$ cat config.mk
export PLATFORM = sky130hd
export DESIGN_NAME = sha256_block_padder
export DESIGN_NICKNAME = d
export VERILOG_FILES = /design/src/rtl/sha256_pkg.sv /design/src/rtl/sha256_block_padder.sv
export SDC_FILE = /design/constraint.sdc
export NUM_CORES = 1
export LEC_CHECK = 0
export ABC_CLOCK_PERIOD_IN_PS = 24000
export CORE_AREA = 4 4 230 232
export DETAILED_ROUTE_END_ITERATION = 16
export DIE_AREA = 0 0 234 236
export PLACE_DENSITY = 0.72
export SYNTH_ARGS = -nofsm -noshare
export SYNTH_HDL_FRONTEND = slang
export SYNTH_SLANG_ARGS = --single-unit
$ cat constraint.sdc
create_clock -name clk -period 24 [get_ports clk]
set_input_delay 2.4 -clock clk [delete_from_list [all_inputs] [get_ports clk]]
set_output_delay 2.4 -clock clk [all_outputs]
set_load 0.01 [all_outputs]
$ cat src/rtl/sha256_pkg.sv
// rtl/sha256_pkg.sv - shared SHA-256 constants, padder state type and padding helpers
//
// Shared by the block padder and the hash core.
//   SHA256_PAD_WORD    : marker word that follows the last message word
//   SHA256_BLOCK_WORDS : 32-bit words per 512-bit block
//   sha256_num_blocks  : padded block count for an N-word message
//   sha256_pad_word    : value of global word g of the padded message
package sha256_pkg;

  localparam logic [31:0] SHA256_PAD_WORD    = 32'h80000000;
  localparam int          SHA256_BLOCK_WORDS = 16;

  typedef enum logic [1:0] {
    PAD_IDLE,
    PAD_FETCH,
    PAD_OFFER,
    PAD_FINISH
  } pad_state_e;

  // ceil((n+3)/16): message words, one marker word and two length words.
  function automatic int sha256_num_blocks(input int n);
    return (n + 18) / 16;
  endfunction

  // Word 14 of the last block is the upper length half; messages are at
  // most 4000 words, so it is always zero and falls into the default arm.
  function automatic logic [31:0] sha256_pad_word(
    input logic [31:0] g,
    input logic [31:0] n,
    input logic        last,
    input logic [3:0]  k,
    input logic [31:0] rd
  );
    if (g < n) begin
      return rd;
    end else if (g == n) begin
      return SHA256_PAD_WORD;
    end else if (last && (k == 4'd15)) begin
      return {n[26:0], 5'b0};
    end else begin
      return 32'h0;
    end
  endfunction

endpackage

$ cat src/rtl/sha256_block_padder.sv
// rtl/sha256_block_padder.sv - reads a message from memory and offers padded SHA-256 blocks
//
// Ports:
//   clk, reset            : clock, asynchronous active-high reset
//   start, message_addr   : begin a message at word address message_addr (IDLE only)
//   busy, done            : busy from start until done; done pulses once per message
//   mem_clk, mem_we       : memory clock (= clk), write enable (always 0)
//   mem_addr              : read address, 0 outside FETCH
//   mem_read_data         : read data, one cycle after the address
//   blk_valid, blk_ready  : block handshake
//   blk_data              : word k of the block in bits [32k+31:32k]
//   blk_last, blk_index   : final-block flag and block number of the offered block
module sha256_block_padder
  import sha256_pkg::*;
#(
  parameter int NUM_OF_WORDS = 20
) (
  input  logic         clk,
  input  logic         reset,
  input  logic         start,
  input  logic [15:0]  message_addr,
  output logic         busy,
  output logic         done,
  output logic         mem_clk,
  output logic         mem_we,
  output logic [15:0]  mem_addr,
  input  logic [31:0]  mem_read_data,
  output logic         blk_valid,
  input  logic         blk_ready,
  output logic [511:0] blk_data,
  output logic         blk_last,
  output logic [7:0]   blk_index
);

  localparam logic [7:0]  LAST_BLK  = 8'(sha256_num_blocks(NUM_OF_WORDS) - 1);
  localparam logic [31:0] MSG_WORDS = 32'(NUM_OF_WORDS);

  pad_state_e  state_q;
  logic [15:0] base_q;
  logic [7:0]  b_q;
  logic [4:0]  c_q;
  logic        busy_q;
  logic        done_q;
  logic        valid_q;
  logic        last_q;
  logic [31:0] buf_q [SHA256_BLOCK_WORDS];

  // Data returning in FETCH cycle c belongs to the address issued at c-1.
  logic [3:0]  k_w;
  logic [31:0] g_w;

  assign k_w = 4'(c_q - 5'd1);
  assign g_w = {20'h0, b_q, k_w};

  assign mem_clk   = clk;
  assign mem_we    = 1'b0;
  assign mem_addr  = (state_q == PAD_FETCH)
                   ? base_q + {4'h0, b_q, 4'h0} + {11'h0, c_q}
                   : 16'h0;
  assign busy      = busy_q;
  assign done      = done_q;
  assign blk_valid = valid_q;
  assign blk_last  = last_q;
  assign blk_index = b_q;

  for (genvar i = 0; i < SHA256_BLOCK_WORDS; i++) begin : g_pack
    assign blk_data[32*i +: 32] = buf_q[i];
  end

  always_ff @(posedge clk or posedge reset) begin
    if (reset) begin
      state_q <= PAD_IDLE;
      base_q  <= 16'h0;
      b_q     <= 8'h0;
      c_q     <= 5'h0;
      busy_q  <= 1'b0;
      done_q  <= 1'b0;
      valid_q <= 1'b0;
      last_q  <= 1'b0;
      for (int i = 0; i < SHA256_BLOCK_WORDS; i++) begin
        buf_q[i] <= 32'h0;
      end
    end else begin
      done_q <= 1'b0;
      case (state_q)
        PAD_IDLE: begin
          if (start) begin
            base_q  <= message_addr;
            b_q     <= 8'h0;
            c_q     <= 5'h0;
            busy_q  <= 1'b1;
            state_q <= PAD_FETCH;
          end
        end
        PAD_FETCH: begin
          if (c_q != 5'd0) begin
            buf_q[k_w] <= sha256_pad_word(g_w, MSG_WORDS, b_q == LAST_BLK, k_w, mem_read_data);
          end
          if (c_q == 5'd16) begin
            valid_q <= 1'b1;
            last_q  <= (b_q == LAST_BLK);
            state_q <= PAD_OFFER;
          end else begin
            c_q <= c_q + 5'd1;
          end
        end
        PAD_OFFER: begin
          if (blk_ready) begin
            valid_q <= 1'b0;
            last_q  <= 1'b0;
            if (last_q) begin
              done_q  <= 1'b1;
              state_q <= PAD_FINISH;
            end else begin
              b_q     <= b_q + 8'd1;
              c_q     <= 5'h0;
              state_q <= PAD_FETCH;
            end
          end
        end
        PAD_FINISH: begin
          busy_q  <= 1'b0;
          state_q <= PAD_IDLE;
        end
        default: state_q <= PAD_IDLE;
      endcase
    end
  end

endmodule

; After elaboration in Yosys (flattened, before gate mapping)
; Index checks and enable logic that the tools add are counted.
[totals]
reg_bits = 547
latch_bits = 0
mem_bits_rw = 0
romBits = 0
out_inout_bits = 542
wordCells = 93
n_memories = 0
[classes]
addsub = 5
n_mul = 0
n_div = 0
order_cmp = 3
eq_ne = 12
n_shift = 0
muxes = 33
bitwise = 1
reduce_logical = 15
[ops]
columns = cell, count
row1 = 512-bit bitwise mux, 1
row2 = 32-bit 2-to-1 mux, 5
row3 = 32-bit demux with 4-bit select, 1
row4 = 8-bit 2-to-1 mux, 3
row5 = 5-bit 2-to-1 mux, 4
row6 = 16-bit by 12-bit adder with 16-bit output, 1
row7 = 16-bit by 5-bit adder with 16-bit output, 1
row8 = 16-bit 2-to-1 mux, 1
row9 = 8-bit one-hot mux with 2 select lines, 1
row10 = 5-bit one-hot mux with 3 select lines, 1
row11 = "12-bit by 5-bit equality test with 1-bit output, second input constant", 1
row12 = "12-bit by 5-bit < comparator with 1-bit output, second input constant", 1
row13 = 10-bit 2-to-1 mux, 1
row14 = "8-bit by 1-bit adder with 8-bit output, second input constant", 1
row15 = "8-bit by 1-bit equality test with 1-bit output, second input constant", 1
row16 = 2-bit 2-to-1 mux, 4
row17 = "2-bit inequality test, second input constant", 4
row18 = 2-bit one-hot mux with 4 select lines, 1
row19 = 1-bit 2-to-1 mux, 7
row20 = 1-bit one-hot mux with 2 select lines, 3
row21 = 2-bit AND reduction, 3
row22 = 3-bit AND reduction, 2
row23 = 2-bit nonzero test, 3
row24 = "5-bit by 1-bit adder with 5-bit output, second input constant", 1
row25 = other kinds (15), 17

; Depth between registers and ports, before layout
[depth]
ltp_word = 9
depth_mapped = 10
ltp_nobuf = 9

==> impl_metrics.py <==
metrics = {
    "timing": {
        "tightest_slew_ps": 1091,
        "slew_headroom": 0.2727,
        "hold_ws_ps": 476.0,
        "fin_skew_ps": 13.58,
        "report.final.slew_viol_count": 0,
        "rsz0062_at_grt": "no",
        "hold_viol_final": 0,
        "fin_setup_tns_ps": 0,
        "setup_violations": 0,
    },
    "setup_path": {
        "worstPathMaxFanout": 2,
        "cp_common_cell": "clkbuf_16",
        "r2r_start": "c_q[0]$_DFFE_PP0P_",
        "crit_buf_inv": 3,
        "start_kind": "clock port",
        "criticalPathCategory": "clock port to output port",
        "r2r_cells": 7,
        "cp-end-kind": "output port",
        "max_stage_delay_ps": 470,
        "cp.required_ps": 21600,
        "slowest_stage": "clkdlybuf4s50_1",
        "cp.arrival_ps": 12720,
        "cp_num_cells": 3,
        "cp_top_family": "buffers and inverters",
        "rr_endpoint": "blk_data[346]$_DFFE_PP0P_",
        "rrSetupSlack_ps": 20120,
        "crit_chain": "clkbuf_16 > clkbuf_16 > clkdlybuf4s50_1",
        "endpoint": "mem_clk",
        "crit_start": "clk",
    },
    "detailed_routing": {
        "ant_nets": 0,
        "drt-initial-drc-count": 1209,
        "wl_mm": 70.06,
        "vias": 16528,
        "drcViolationCount": 0,
        "via_per_inst": 5.212,
        "routedWlPerCell_um": 22.09,
        "dr.pass1.iters": 6,
    },
    "floorplan": {
        "rows": 83,
        "ioPinCount": 594,
        "core_mm2": 0.05099,
        "die-area_mm2": 0.05522,
        "die_h_um": 236,
        "die_x_um": 234,
        "start_util": 0.4211,
    },
    "job": {
        "drv_cap": 0,
    },
    "power": {
        "switching_share": 0.3608,
        "vdd_drop_max_uv": 95.18,
        "cellPowerDensity_mw_per_mm2": 162.2,
        "total_power_uw": 4837,
        "power.internal_uw": 3092,
        "p_leak_uw": 0.01332,
        "clockPowerShare": 0.195,
        "power_frac_seq": 0.345,
        "p_switching_uw": 1745,
        "pwr-share-comb": 0.460,
    },
    "yosys": {
        "yosys-top-cells-area": "dfrtp_1 (64%), o21ai_0 (7.9%), nand2_1 (7.5%)",
        "synth_cell_types": 60,
        "ys_ff_latch": 547,
        "syn-num-nets": 2007,
        "postSynthAreaPerCell_um2": 11.17,
        "seq_area_frac_synth": 0.6375,
        "syn_area_mm2": 0.02147,
        "synthCells": 1922,
        "synth_area_leader_cell": "dfrtp_1",
        "synth_ff_type": "dfrtp_1",
        "synth_edf_count": 0,
        "synth.top_cell.area_share": 0.6375,
        "ys_async_sr_fraction": 1.000,
        "yosys_warnings": 0,
    },
    "layout": {
        "layout.nets": 2532,
        "stdcell_count": 3171,
        "drive_above_1_share": 0.1082,
        "syn_to_final_growth_pct": 38.92,
    },
    "global_routing": {
        "gr-total-overflow": 0,
        "grt_pass1_wl_mm": 105.5,
        "grt_max_degree": 170,
        "grt_antenna_before_repair": 6,
        "grt_usage": 0.2493,
        "grt_pass1_vias": 16721,
    },
    "place": {
        "gp_congestion": 0.9441,
        "placement.io_buffers": 592,
        "dp_cells": 3067,
        "dp_hpwl_mm": 49.48,
    },
    "clock_network": {
        "cts_hold_buf": 0,
        "post_cts_resized": 0,
        "clk_latency_ps": 700,
        "cts_setup_buffers": 0,
        "clk_pin_slew_ps": 60,
        "cts_tree": "yes",
    },
    "hold_path": {
        "hold_class": "register to register",
        "min_path_cells": 2,
    },
    "outcome": {
        "status": "finished clean",
    },
}
## worst min path at each step
stage	endpoint	startpoint	slack, ps
global placement	blk_data[442]$_DFFE_PP0P_	blk_data[442]$_DFFE_PP0P_	460
finish	blk_data[341]$_DFFE_PP0P_	blk_data[341]$_DFFE_PP0P_	480
global route	blk_data[509]$_DFFE_PP0P_	blk_data[509]$_DFFE_PP0P_	490
CTS	blk_data[341]$_DFFE_PP0P_	blk_data[341]$_DFFE_PP0P_	480
detailed placement	blk_data[341]$_DFFE_PP0P_	blk_data[341]$_DFFE_PP0P_	470
floorplan	base_q[10]$_DFFE_PP0P_	base_q[10]$_DFFE_PP0P_	480
## routing by layer
metal | up-vias | GRT usage | part of all wire
li1 | 7511 | - | -
met1 | 8179 | 0.3248 | 0.40
met2 | 686 | 0.3910 | 0.46
met3 | 152 | 0.07295 | 0.089
met4 | 0 | 0.1044 | 0.043
met5 | - | 0 | 0
## synthesized netlist by cell type, types with 2 or more instances
cell,instances
mux2_2,128
o21ai_1,63
fa_1,2
nand2b_1,8
nor2b_1,3
or2_2,2
xnor2_1,7
clkbuf_1,92
inv_1,17
mux2_1,14
clkbuf_2,5
nor3b_1,2
or3_1,3
dfrtp_1,547
a21oi_1,23
a32o_1,2
and4_1,2
nor2_1,32
o21ai_0,337
o2111ai_1,2
buf_4,4
o211ai_1,4
nand3_1,9
a211oi_1,3
and3_1,7
and2_1,33
nor3_1,6
xor2_1,8
nand3b_1,3
o21a_1,2
ha_1,31
a21o_1,3
a32oi_1,3
o211ai_2,8
nand4_1,6
nand2_1,429
nand3_2,4
buf_2,39
or4_1,2
buf_6,7
## flip-flops by register name, summed over array words and instances, names as in the netlist
| name | cells |
|---|---|
| busy | 1 |
| state_q | 2 |
| blk_data | 512 |
| blk_last | 1 |
| blk_index | 8 |
| blk_valid | 1 |
| base_q | 16 |
| c_q | 5 |
| done | 1 |
## placed cells by master, fill, tap and decap left out, types with 7 or more instances in the layout
master / count
mux2_2: 128
nand2_1: 429
o211ai_4: 8
buf_4: 20
nor2_1: 32
clkbuf_1: 8
xor2_1: 8
and2_1: 33
xnor2_1: 7
nand3_1: 9
bufinv_16: 9
dfrtp_1: 547
nand2b_1: 8
clkdlybuf4s50_1: 592
mux2_1: 14
clkbuf_16: 60
a21oi_1: 23
clkinv_2: 8
inv_1: 16
o21ai_0: 337
ha_1: 31
o21ai_1: 63
## metrics by stage
stage | area (um2) | worst slack (ps) | util
after floorplan | 21470 | 6308 | -
after global placement | 27820 | 9151 | 0.5456
after detailed placement | 27820 | 9151 | 0.5456
after CTS | 29810 | 8880 | 0.5847
after global routing | 29830 | 8879 | 0.5849
final | 29830 | 8883 | 0.5850
## power groups by stage
| stage | clock network (uW) | logic (uW) | registers [uW] |
|---|---|---|---|
| global placement | 4.24 | 2190 | 1660 |
| CTS | 955 | 2250 | 1670 |
| floorplan | 3.43 | 751 | 1840 |
| global route | 995 | 2400 | 1730 |
| detailed placement | 4.24 | 2230 | 1680 |
| finish | 942 | 2230 | 1670 |
## cell families after synthesis
| group | synth area share |
|---|---|
| XOR/XNOR | 0.006119 |
| flip-flops | 0.6375 |
| other | 0.0001746 |
| AO/OA/AOI/OAI | 0.1164 |
| AND/OR/NAND/NOR | 0.1099 |
| multiplexers | 0.07494 |
| buffers and inverters | 0.03508 |
| adder cells (fa/ha/maj) | 0.01993 |
## worst reg2reg max path, delay by kind of cell (launching register included)
family	cells	cell delay, ps
flip-flops	1	590
buffers and inverters	2	640
AND/OR/NAND/NOR	1	700
AO/OA/AOI/OAI	3	1500
adder cells (fa/ha/maj)	1	360
## cell type report
class,count,area [um2]
diodes,6,15.01
clock buffers,75,1624
clock inverters,24,379.1
fillers,4230,21160
inverters,17,71.32
multi-input cells,1210,7114
flip-flops and latches,547,13690
well taps,680,850.8
repair buffers,612,6086
Note: power is estimated with default switching activity, not from simulation.
